==> src/rtl/stream_detect_sched.sv <==
// rtl/stream_detect_sched.sv - shares one serial sequence detector between two byte requesters
// Round-robin at packet granularity, MSB-first serialization, zero flush between packets, per-requester hit counts.
module stream_detect_sched #(
  parameter int DATA_W    = 8,
  parameter int CNT_W     = 16,
  parameter int FLUSH_LEN = 6
) (
  input  logic              clk,
  input  logic              rst_n,
  input  logic              req0_vld,
  input  logic [DATA_W-1:0] req0_data,
  input  logic              req0_last,
  output logic              req0_rdy,
  input  logic              req1_vld,
  input  logic [DATA_W-1:0] req1_data,
  input  logic              req1_last,
  output logic              req1_rdy,
  output logic              det_din,
  output logic              det_vld,
  input  logic              det_result,
  input  logic              cnt_clr,
  output logic [CNT_W-1:0]  hit_cnt0,
  output logic [CNT_W-1:0]  hit_cnt1,
  output logic              busy,
  output logic              owner
);

  localparam int MAX_LEN = (DATA_W > FLUSH_LEN) ? DATA_W : FLUSH_LEN;
  localparam int BC_W    = $clog2(MAX_LEN + 1);
  localparam logic [BC_W-1:0] DATA_END  = BC_W'(DATA_W - 1);
  localparam logic [BC_W-1:0] FLUSH_END = BC_W'(FLUSH_LEN - 1);

  typedef enum logic [1:0] {IDLE, LOAD, SHIFT, FLUSH} state_t;

  state_t            state, state_nxt;
  logic [DATA_W-1:0] shreg;
  logic [BC_W-1:0]   bit_cnt;
  logic              last_flag;
  logic              last_grant;
  logic              cnt_en_d;
  logic              tag_d;
  logic              win1;
  logic              sel;
  logic              take;
  logic [DATA_W-1:0] take_data;
  logic              take_last;

  // rst_n is active-high: rdy is held low while it is asserted
  assign win1      = req1_vld & (~req0_vld | ~last_grant);
  assign req0_rdy  = ~rst_n & (((state == IDLE) & req0_vld & ~win1) | ((state == LOAD) & ~owner));
  assign req1_rdy  = ~rst_n & (((state == IDLE) & win1) | ((state == LOAD) & owner));
  assign sel       = (state == IDLE) ? win1 : owner;
  assign take      = sel ? (req1_vld & req1_rdy) : (req0_vld & req0_rdy);
  assign take_data = sel ? req1_data : req0_data;
  assign take_last = sel ? req1_last : req0_last;
  assign busy      = (state != IDLE);

  always_ff @(posedge clk) begin
    if (rst_n) state <= IDLE;
    else       state <= state_nxt;
  end

  always_comb begin
    state_nxt = state;
    det_vld   = 1'b0;
    det_din   = 1'b0;
    case (state)
      IDLE:  if (take) state_nxt = SHIFT;
      LOAD:  if (take) state_nxt = SHIFT;
      SHIFT: begin
        det_vld = 1'b1;
        det_din = shreg[DATA_W-1];
        if (bit_cnt == DATA_END) state_nxt = last_flag ? FLUSH : LOAD;
      end
      FLUSH: begin
        det_vld = 1'b1;
        if (bit_cnt == FLUSH_END) state_nxt = IDLE;
      end
      default: state_nxt = IDLE;
    endcase
  end

  always_ff @(posedge clk) begin
    if (rst_n) begin
      shreg      <= '0;
      bit_cnt    <= '0;
      last_flag  <= 1'b0;
      owner      <= 1'b0;
      last_grant <= 1'b1;
      cnt_en_d   <= 1'b0;
      tag_d      <= 1'b0;
    end else begin
      // tag pair lines up with the detector's one-cycle result latency
      cnt_en_d <= (state == SHIFT);
      tag_d    <= owner;
      if (take) begin
        shreg     <= take_data;
        last_flag <= take_last;
        bit_cnt   <= '0;
        if (state == IDLE) begin
          owner      <= win1;
          last_grant <= win1;
        end
      end else if (state == SHIFT) begin
        shreg   <= shreg << 1;
        bit_cnt <= (bit_cnt == DATA_END) ? '0 : bit_cnt + BC_W'(1);
      end else if (state == FLUSH) begin
        bit_cnt <= (bit_cnt == FLUSH_END) ? '0 : bit_cnt + BC_W'(1);
      end
    end
  end

  always_ff @(posedge clk) begin
    if (rst_n || cnt_clr)
      hit_cnt0 <= '0;
    else if (det_result && cnt_en_d && !tag_d && !(&hit_cnt0))
      hit_cnt0 <= hit_cnt0 + CNT_W'(1);
  end

  always_ff @(posedge clk) begin
    if (rst_n || cnt_clr)
      hit_cnt1 <= '0;
    else if (det_result && cnt_en_d && tag_d && !(&hit_cnt1))
      hit_cnt1 <= hit_cnt1 + CNT_W'(1);
  end

endmodule

==> config.mk <==
export PLATFORM = sky130hd
export DESIGN_NAME = stream_detect_sched
export DESIGN_NICKNAME = d
export VERILOG_FILES = /design/src/rtl/stream_detect_sched.sv
export SDC_FILE = /design/constraint.sdc
export NUM_CORES = 1
export LEC_CHECK = 0
export BUFFER_PORTS_ARGS = -buffer_cell sky130_fd_sc_hd__buf_2
export CORE_UTILIZATION = 30
export CTS_CLUSTER_DIAMETER = 80
export DETAILED_ROUTE_END_ITERATION = 10
export GPL_TIMING_DRIVEN = 0
export PLACE_DENSITY_LB_ADDON = 0.15
export RECOVER_POWER = 25
export REMOVE_ABC_BUFFERS = 1
export SLEW_MARGIN = 5
export SYNTH_ARGS = -nofsm -noshare
export SYNTH_HDL_FRONTEND = slang
export SYNTH_SLANG_ARGS = --single-unit
==> constraint.sdc <==
create_clock -name clk -period 2.69 [get_ports clk]
set_input_delay 0.1345 -clock clk [delete_from_list [all_inputs] [get_ports clk]]
set_output_delay 0.1345 -clock clk [all_outputs]
set_load 0.1 [all_outputs]
==> results of run 1 <==
==> layout by cell type, fill, tap and decap left out, types with 4 or more instances in the layout <==
cell type,netlist,routed
sky130_fd_sc_hd__dfxtp_1,51,51
sky130_fd_sc_hd__nor3_1,4,4
sky130_fd_sc_hd__nor4_1,8,7
sky130_fd_sc_hd__o21ai_0,21,21
sky130_fd_sc_hd__or4_1,7,7
sky130_fd_sc_hd__buf_2,4,41
sky130_fd_sc_hd__clkbuf_8,0,7
sky130_fd_sc_hd__nand4_1,10,10
sky130_fd_sc_hd__o31ai_1,8,8
sky130_fd_sc_hd__a21oi_1,31,31
sky130_fd_sc_hd__mux2i_1,13,13
sky130_fd_sc_hd__a311oi_1,4,4
sky130_fd_sc_hd__inv_1,10,10
sky130_fd_sc_hd__nand2_1,21,21
sky130_fd_sc_hd__or2_2,6,6
sky130_fd_sc_hd__clkbuf_1,9,20
sky130_fd_sc_hd__mux2_2,9,9
sky130_fd_sc_hd__o21a_1,4,4
sky130_fd_sc_hd__nor2b_1,4,4
sky130_fd_sc_hd__ha_1,4,4
sky130_fd_sc_hd__nor2_1,15,15
sky130_fd_sc_hd__nand3_1,12,12
sky130_fd_sc_hd__or3_1,13,13
==> critical path: stages, from the launching register on <==
cell                       delay [ns]
sky130_fd_sc_hd__dfxtp_1         0.44
sky130_fd_sc_hd__nand4_1         0.28
sky130_fd_sc_hd__nor4_2          0.87
sky130_fd_sc_hd__nor2_1          0.16
sky130_fd_sc_hd__a311oi_1        0.28
==> through the flow <==
stage	util, %	TNS [ns]	instances
detailed placement	35.5	0	470
global placement	35.4	0	470
floorplan	-	-0.747	301
finish	36.4	0	478
global route	36.4	0	478
CTS	36.7	0	478
==> sequential cells by signal, summed over array words and instances (netlist names), 2 cells and up <==
register  flops
hit_cnt0     16
hit_cnt1     16
shreg         8
bit_cnt       4
state         2
==> per-layer routing <==
layer  vias to the layer above  global-route usage (%)
met2                        59                    23.4
li1                       1317                       -
met4                         0                    3.39
met1                      1201                    19.0
met5                         -                       0
met3                         4                    3.31
==> synth_stat cells (all sizes together), types with 2 or more instances <==
| master | number | share of area [%] |
|---|---|---|
| a311oi | 4 | 1.3 |
| o31ai | 8 | 2.2 |
| o31a | 3 | 1.0 |
| nand4 | 11 | 3.1 |
| ha | 4 | 1.8 |
| nor3b | 3 | 0.83 |
| or4 | 9 | 2.7 |
| nor2b | 4 | 0.92 |
| o311ai | 2 | 0.64 |
| clkbuf | 9 | 1.2 |
| and4 | 2 | 0.69 |
| and3 | 3 | 0.73 |
| o41ai | 2 | 0.64 |
| o21a | 4 | 1.1 |
| inv | 10 | 1.4 |
| nand3 | 12 | 2.2 |
| dfxtp | 51 | 37 |
| a21boi | 2 | 0.55 |
| mux2i | 14 | 5.3 |
| o21ai | 21 | 3.9 |
| or2 | 6 | 1.4 |
| a21oi | 31 | 5.7 |
| or3 | 13 | 3.0 |
| nand2b | 3 | 0.69 |
| nor4 | 9 | 2.6 |
| mux2 | 9 | 3.7 |
| nor3 | 4 | 0.73 |
| a31oi | 2 | 0.46 |
| o211ai | 3 | 0.83 |
| a41o | 2 | 0.73 |
| nor2 | 15 | 2.1 |
| a41oi | 2 | 0.64 |
| nand2 | 21 | 2.9 |
| buf | 5 | 1.0 |
==> final cells by class <==
class | count | area, sq um | share of cell area (%)
multi-input combinational | 240 | 1610 | 50.5
sequential | 51 | 1020 | 32.0
timing repair buffer | 61 | 280 | 8.79
tap | 108 | 135 | 4.24
clock buffer | 7 | 96.3 | 3.02
inverter | 10 | 37.5 | 1.18
clock inverter | 1 | 7.51 | 0.235
==> cell families (layout without fill, tap and decap cells) <==
family / Yosys count / in the layout / synth area share (%)
simple gates: 120 / 120 / 25.9
compound gates: 92 / 92 / 21.8
flops: 51 / 51 / 37.5
buf+inv: 24 / 79 / 3.63
mux: 23 / 23 / 9.00
fa+ha+maj: 4 / 4 / 1.84
xor+xnor: 1 / 1 / 0.321
==> final timing paths <==
check | slack [ns] | end | depth (start not counted) | startpoint
max | 0.58 | hit_cnt1[2] | 4 | hit_cnt1[11]
min reg2reg | 0.51 | hit_cnt1[9] | 2 | hit_cnt1[9]
min | 0.1 | shreg[0] | 3 | req0_data[0]
max reg2reg | 0.58 | hit_cnt1[2] | 4 | hit_cnt1[11]
==> report_power, final <==
part | internal (uW) | switching [uW]
logic | 69.8 | 133
clock network | 235 | 253
registers | 776 | 16.9
==> reports/summary.txt, run 1 <==
routed wire length = 6560 um
transition at the pin with the smallest max-transition slack = 1.19 ns
half-perimeter wire length of the detailed placement result = 4740 um
total standard cell area after synthesis = 2730 sq um
total routing resource utilization after global routing = 14.3%
wire length of the first global-routing pass = 11500 um
number of H-tree levels = 2
leakage power summed over all cells = 0.00116 uW
Final GP Congestion = 0.738
Post-CTS Hold Fix Bufs = 0
Setup-failing EPs final = 0
vias in the first global route = 2424
flop and latch count out of synthesis = 51
vias after detailed routing = 2581
effective utilization at floorplan = 31.1%
GRT Residual Overflow = 0
unrepaired setup endpoints after global routing = no
largest net degree at the start of global routing = 24
areal power density over the cells = 465 nW/um^2
DIE WIDTH = 97.3 um
maximum clock frequency = 475 MHz
gate count of the mapped netlist = 315
number of setup buffers added after CTS = 0
Post-DRT Antenna Nets = 0
io pins = 62
Tcrit/Tclk final = 78.3%
number of fillers in the final layout = 935
clock tree buffer depth = 2
number of antenna violations at the first check in global routing = 0
setup skew after layout = 0.00798 ns
Finished Cell Area = 3190 sq um
clock input transition at the sequential cells of the worst setup and hold paths = 0.09 ns
average via count per standard cell = 5.40
worst hold slack across all endpoints = 0.0984 ns
Post-synth top flop = sky130_fd_sc_hd__dfxtp_1
YS warnings = 0
maximum capacitance violations = 0
met2 layer wire length in the routed design = 3060 um
Avg WL per Cell = 13.7 um
DR top layer = met4
launching element type of the critical path = register
sequential element share of the synthesized area = 37.5%
Post-Route M1 WL = 3140 um
number of synthesized flops with an enable pin = 0
worst setup path category = reg2reg
Synth Area per Inst = 8.65 sq um
class of the most critical hold timing path = in2reg
cts bufs inserted = 5
antenna diode instance count = 0
Async S/R FF share, synth = 0%
critical path peak fanout = 11
Distinct cells, synth = 55
number of detailed-routing iterations run before antenna repair = 4
fraction of final layout cells sized beyond drive strength 1 = 20.5%
area of the placeable core = 8760 sq um
net total in the final layout = 397
Data required, critical path = 2.90 ns
cell row count = 34
arrival time at the worst endpoint = 2.31 ns
final critical delay including setup and external delays = 2.11 ns
input/output buffers = 61
Clock Tree Root = sky130_fd_sc_hd__clkbuf_8
Remaining DRCs = 0
nature of the critical path endpoint = register
Post-Place Setup Slack = 0.568 ns
worst ir drop on vdd = 0.225 mV
post-placement cell area = 3110 sq um
area enclosed by the die boundary = 9470 sq um
Met3 Routed Length = 309 um
Die H = 97.3 um
Overall Power = 1480 uW
Clock Latency Late Sink = 0.30 ns
relative max-transition margin = 21.1%
total of cells resized after clock tree synthesis = 0
status = complete, no violations
DRT iter0 DRCs = 59
P&R area growth vs syn = 17.0%
CTS tree = done
Hold Violations, Final = 0
final worst-path setup slack = 0.583 ns
clock sinks = 51
Max Transition Viols Final = 0
No activity file was read; power rests on OpenSTA's default activity.
==> run 2, diff against run 1 <==
==> constraint.sdc (replaced) <==
create_clock -name clk -period 2.2 [get_ports clk]
set_input_delay 0.11 -clock clk [delete_from_list [all_inputs] [get_ports clk]]
set_output_delay 0.11 -clock clk [all_outputs]
set_load 0.1 [all_outputs]
==> run 2 against run 1 <==
Compared with the run above:
- die area stayed put
- wire length is 1.3% higher
- fmax is 3.6% higher
- register-to-register slack worse by 0.42 ns
- core utilization is 0.43 points higher
- flip-flop and latch count stayed put
- critical path type unchanged
- critical path depth stayed put
==> reports/summary.txt, run 2 (synthesis gave the netlist of run 1 again) <==
Data required, critical path = 2.39 ns
class of the most critical hold timing path = in2reg
input/output buffers = 61
vias in the first global route = 2424
arrival time at the worst endpoint = 2.23 ns
Avg WL per Cell = 13.9 um
worst setup path category = reg2reg
multi-input gate area in the final layout = 1630 sq um
DIE WIDTH = 97.3 um
leading cell types in the layout, fill and taps excluded = 51 x sky130_fd_sc_hd__dfxtp_1, 41 x sky130_fd_sc_hd__buf_2, 31 x sky130_fd_sc_hd__a21oi_1
half-perimeter wire length of the detailed placement result = 4740 um
clock sinks = 51
wire length of the first global-routing pass = 11500 um
Clock Latency Late Sink = 0.30 ns
P&R area growth vs syn = 18.4%
crit-path max cell delay = 0.59 ns
register share of total power = 53.3%
cell row count = 34
Clock Tree Root = sky130_fd_sc_hd__clkbuf_8
number of antenna violations at the first check in global routing = 0
unrepaired setup endpoints after global routing = no
Finished Cell Area = 3230 sq um
number of fillers in the final layout = 931
nature of the critical path endpoint = register
setup skew after layout = 0.00803 ns
Hold Violations, Final = 0
launching element type of the critical path = register
total routing resource utilization after global routing = 14.3%
number of detailed-routing iterations run before antenna repair = 4
CP max-delay cell = sky130_fd_sc_hd__dfxtp_1
routed wire length = 6640 um
average via count per standard cell = 5.35
setup total negative slack = 0 ns
status = complete, no violations
GRT Residual Overflow = 0
maximum capacitance violations = 0
largest net degree at the start of global routing = 24
final critical delay including setup and external delays = 2.03 ns
largest registers in the final layout = hit_cnt0: 16 flops, hit_cnt1: 16 flops, shreg: 8 flops
relative max-transition margin = 21.1%
number of H-tree levels = 2
fraction of power consumed by the clock network = 32.9%
clock tree buffer depth = 2
net total in the final layout = 398
switching power = 497 uW
Remaining DRCs = 0
areal power density over the cells = 564 nW/um^2
worst setup slack for register-to-register paths = 0.17 ns
leakage power summed over all cells = 0.00119 uW
register area = 1020 sq um
area enclosed by the die boundary = 9470 sq um
fraction of final layout cells sized beyond drive strength 1 = 20.8%
leading cell type in the layout, fill and taps excluded = sky130_fd_sc_hd__dfxtp_1
io pins = 62
clock input transition at the sequential cells of the worst setup and hold paths = 0.09 ns
internal power = 1320 uW
vias after detailed routing = 2563
combinational fraction of design power = 13.8%
DRT iter0 DRCs = 48
maximum clock frequency = 492 MHz
transition at the pin with the smallest max-transition slack = 1.19 ns
Post-DRT Antenna Nets = 0
cts bufs inserted = 5
Max Transition Viols Final = 0
fraction of power spent switching nets = 27.3%
area of the placeable core = 8760 sq um
post-placement cell area = 3110 sq um
effective utilization at floorplan = 31.1%
Tcrit/Tclk final = 92.5%
Final GP Congestion = 0.738
Setup-failing EPs final = 0
critical path peak fanout = 18
sequence of cells on the critical path = or3b_2 > o211a_1 > nand2_1 > mux2_2
Die H = 97.3 um
worst ir drop on vdd = 0.275 mV
antenna diode instance count = 0
CTS tree = done
==> run 2: cell types whose count changed in the layout (fill, tap and decap cells not counted) <==
| cell | change |
|---|---|
| sky130_fd_sc_hd__nor4_4 | +1 |
| sky130_fd_sc_hd__mux2i_2 | -1 |
| sky130_fd_sc_hd__buf_12 | +1 |
| sky130_fd_sc_hd__nor4_2 | -1 |
| sky130_fd_sc_hd__mux2i_4 | +1 |
==> run 2: final timing paths <==
path | start | endpoint | cells after the start
worst max-delay path | state[0] | owner | 4
worst min-delay path | req0_data[0] | shreg[0] | 3
worst max register to register | state[0] | owner | 4
worst min register to register | hit_cnt1[14] | hit_cnt1[14] | 2
==> run 2: stage by stage <==
| step | total power [uW] | instances | util [%] | hold WS, ns | setup slack, ns |
|---|---|---|---|---|---|
| floorplan | 1170 | 301 | - | 0.179 | -1.15 |
| global placement | 1240 | 470 | 35.4 | 0.395 | -0.292 |
| detailed placement | 1240 | 470 | 35.5 | 0.393 | 0.0783 |
| CTS | 1850 | 478 | 36.7 | 0.0644 | 0.0660 |
| global route | 1930 | 479 | 36.8 | 0.0847 | 0.0442 |
| finish | 1820 | 479 | 36.8 | 0.0730 | 0.166 |
==> run 2: worst max-delay path, delay by kind of cell, from the launching register on <==
| family | cells | cell delay, ns |
|---|---|---|
| multiplexers | 1 | 0.34 |
| flip-flops | 1 | 0.59 |
| AND/OR/NAND/NOR | 2 | 0.68 |
| AO/OA/AOI/OAI | 1 | 0.33 |
==> run 2: cell type report <==
type | count | share of cell area [%]
Multi-Input combinational cell | 240 | 50.5
Sequential cell | 51 | 31.6
Timing Repair Buffer | 62 | 9.31
Tap cell | 108 | 4.19
Clock buffer | 7 | 2.99
Inverter | 10 | 1.16
Clock inverter | 1 | 0.233
==> run 2: timing repair <==
item,CTS,global route
buffers inserted,0,1
resized for setup,0,2
hold buffers,0,0
setup endpoints to repair,0,18
==> run 2: layer usage <==
layer  up-vias  GRT usage (%)  wire, um
li1       1316              -         -
met1      1193           19.0      3240
met2        50           23.4      3080
met3         4           3.31       271
met4         0           3.39        55
met5         -              0         0
==> run 2: power by group through the flow <==
stage          logic (uW)  registers, uW  clock network [uW]
2_1_floorplan         160           1010                   0
3_3_place_gp          249            991                   0
3_5_place_dp          250            992                   0
4_1_cts               251            970                 632
5_1_grt               275            975                 676
6_report              251            971                 599
==> run 3, diff against run 2 <==
--- a/config.mk
+++ b/config.mk
@@ -6,13 +6,13 @@
 export NUM_CORES = 1
 export LEC_CHECK = 0
 export BUFFER_PORTS_ARGS = -buffer_cell sky130_fd_sc_hd__buf_2
-export CORE_UTILIZATION = 30
+export CORE_ASPECT_RATIO = 0.9
+export CORE_UTILIZATION = 54
 export CTS_CLUSTER_DIAMETER = 80
 export DETAILED_ROUTE_END_ITERATION = 10
 export GPL_TIMING_DRIVEN = 0
 export PLACE_DENSITY_LB_ADDON = 0.15
 export RECOVER_POWER = 25
-export REMOVE_ABC_BUFFERS = 1
 export SLEW_MARGIN = 5
 export SYNTH_ARGS = -nofsm -noshare
 export SYNTH_HDL_FRONTEND = slang
==> run 3 against run 2 <==
Compared with the run above:
- wire length decreased by 5.5%
- fmax increased by 1.2%
- final area decreased by 0.15%
- critical path depth increased by 2
- sequential share of layout area increased by 1.2 points
- register-to-register slack improved by 0.02 ns
- critical path type is now reg2out
- count of clock-buffer cells in the layout decreased by 1
==> reports/summary.txt, run 3 (synthesis gave the netlist of run 1 again) <==
DIE WIDTH = 76.9 um
input/output buffers = 61
arrival time at the worst endpoint = 1.90 ns
half-perimeter wire length of the detailed placement result = 4690 um
total routing resource utilization after global routing = 24.6%
cell row count = 24
Post-DRT Antenna Nets = 0
clock sinks = 51
worst ir drop on vdd = 0.354 mV
Clock Tree Root = sky130_fd_sc_hd__clkbuf_8
CP max-delay cell = sky130_fd_sc_hd__buf_2
worst hold slack across all endpoints = 0.0683 ns
clock tree buffer depth = 2
P&R area growth vs syn = 18.2%
wire length of the first global-routing pass = 10700 um
startpoint of the worst register-to-register path = state[1]
CTS tree = done
register share of total power = 54.2%
number of H-tree levels = 2
number of detailed-routing iterations run before antenna repair = 5
class of the most critical hold timing path = in2reg
average via count per standard cell = 6.03
sequence of cells on the critical path = buf_2 > nand2b_1 > clkbuf_1 > inv_1 > and2_1 > buf_2
cts bufs inserted = 5
Setup-failing EPs final = 0
Max Transition Viols Final = 0
DRT iter0 DRCs = 206
setup skew after layout = 0.00628 ns
Non-Filler Instances = 448
fraction of power consumed by the clock network = 30.9%
largest net degree at the start of global routing = 15
Most common cell on crit path = sky130_fd_sc_hd__buf_2
Hold Path Sink = tag_d
leakage power summed over all cells = 0.00121 uW
routed wire length = 6280 um
unrepaired setup endpoints after global routing = no
Post-Place Setup Slack = 0.191 ns
areal power density over the cells = 552 nW/um^2
effective utilization at floorplan = 56.4%
area enclosed by the die boundary = 5340 sq um
final critical delay including setup and external delays = 2.01 ns
largest registers in the final layout = hit_cnt0: 16 flops, hit_cnt1: 16 flops, shreg: 8 flops
endpoint of the worst-slack reg-to-reg timing path = shreg[6]
Hold Violations, Final = 0
Die H = 69.4 um
net total in the final layout = 411
Clock Latency Late Sink = 0.30 ns
fraction of final layout cells sized beyond drive strength 1 = 28.5%
launching element type of the critical path = register
post-placement cell count = 441
total of cells resized after clock tree synthesis = 0
area of the placeable core = 4830 sq um
worst setup slack for register-to-register paths = 0.19 ns
status = complete, no violations
Remaining DRCs = 0
worst setup path category = reg2out
launch point of the worst hold path = rst_n
nature of the critical path endpoint = output pin
vias in the first global route = 2388
Tcrit/Tclk final = 91.3%
switching power = 491 uW
Avg WL per Cell = 14.0 um
Worst R2R Path Depth = 5
leading cell type in the layout, fill and taps excluded = sky130_fd_sc_hd__buf_2
number of setup buffers added after CTS = 0
fraction of power spent switching nets = 27.6%
number of antenna violations at the first check in global routing = 0
clock input transition at the sequential cells of the worst setup and hold paths = 0.09 ns
GRT Residual Overflow = 0
combinational fraction of design power = 14.9%
Data required, critical path = 2.09 ns
critical path peak fanout = 10
crit-path max cell delay = 0.43 ns
Post-CTS Hold Fix Bufs = 0
setup total negative slack = 0 ns
antenna diode instance count = 0
final worst-path setup slack = 0.191 ns
maximum capacitance violations = 0
vias after detailed routing = 2700
io pins = 62
Final GP Congestion = 0.873
maximum clock frequency = 498 MHz
leading cell types in the layout, fill and taps excluded = 44 x sky130_fd_sc_hd__buf_2, 31 x sky130_fd_sc_hd__a21oi_1, 30 x sky130_fd_sc_hd__clkbuf_1, 30 x sky130_fd_sc_hd__dfxtp_2
number of cells on the worst hold path = 2
Overall Power = 1780 uW
internal power = 1290 uW
transition at the pin with the smallest max-transition slack = 1.17 ns
relative max-transition margin = 22.4%
net count after synthesis = 343
-- run 3: cell type report --
cell class,instances,area [sq um]
clock buffer,6,82.6
tap,65,81.3
clock inverter,1,5.00
sequential,51,1060
timing repair buffer,61,279
multi-input combinational,240,1620
fill,445,1610
inverter,10,37.5
buffer,14,61.3
-- run 3: worst max-delay path by stage --
stage | start | endpoint | slack [ns] | cells past startpoint
after floorplan | owner | req1_rdy | 0.02 | 2
after global placement | state[1] | shreg[6] | 0.20 | 5
after detailed placement | state[1] | shreg[7] | 0.19 | 5
after CTS | state[1] | shreg[6] | 0.17 | 5
after global routing | state[1] | shreg[6] | 0.01 | 5
final | state[1] | det_din | 0.19 | 6
-- run 3: layer usage --
metal	global-route usage, %	vias to the layer above	part of all wire, %
met2	40.7	99	47
li1	-	1344	-
met5	0	-	0
met4	9.40	0	1.6
met1	31.5	1246	46
met3	4.74	11	4.8
-- run 3: through the flow --
stage                     instance area [sq um]  utilization [%]
final                                      3220             66.6
after global routing                       3220             66.6
after CTS                                  3250             67.2
after detailed placement                   3160             65.4
after global placement                     3160             65.4
after floorplan                            2770                -
-- run 3: worst max-delay path, delay by kind of cell (launching register included) --
kind	cells	cell delay [ns]
DFF	1	0.32
and+or+nand+nor	2	0.27
buffers and inverters	4	1.03
-- run 3: power groups by stage --
stage	clock [uW]	combinational [uW]	sequential, uW
global placement	0	261	985
floorplan	0	190	996
detailed placement	0	265	986
CTS	565	266	965
global route	594	287	968
finish	550	265	965
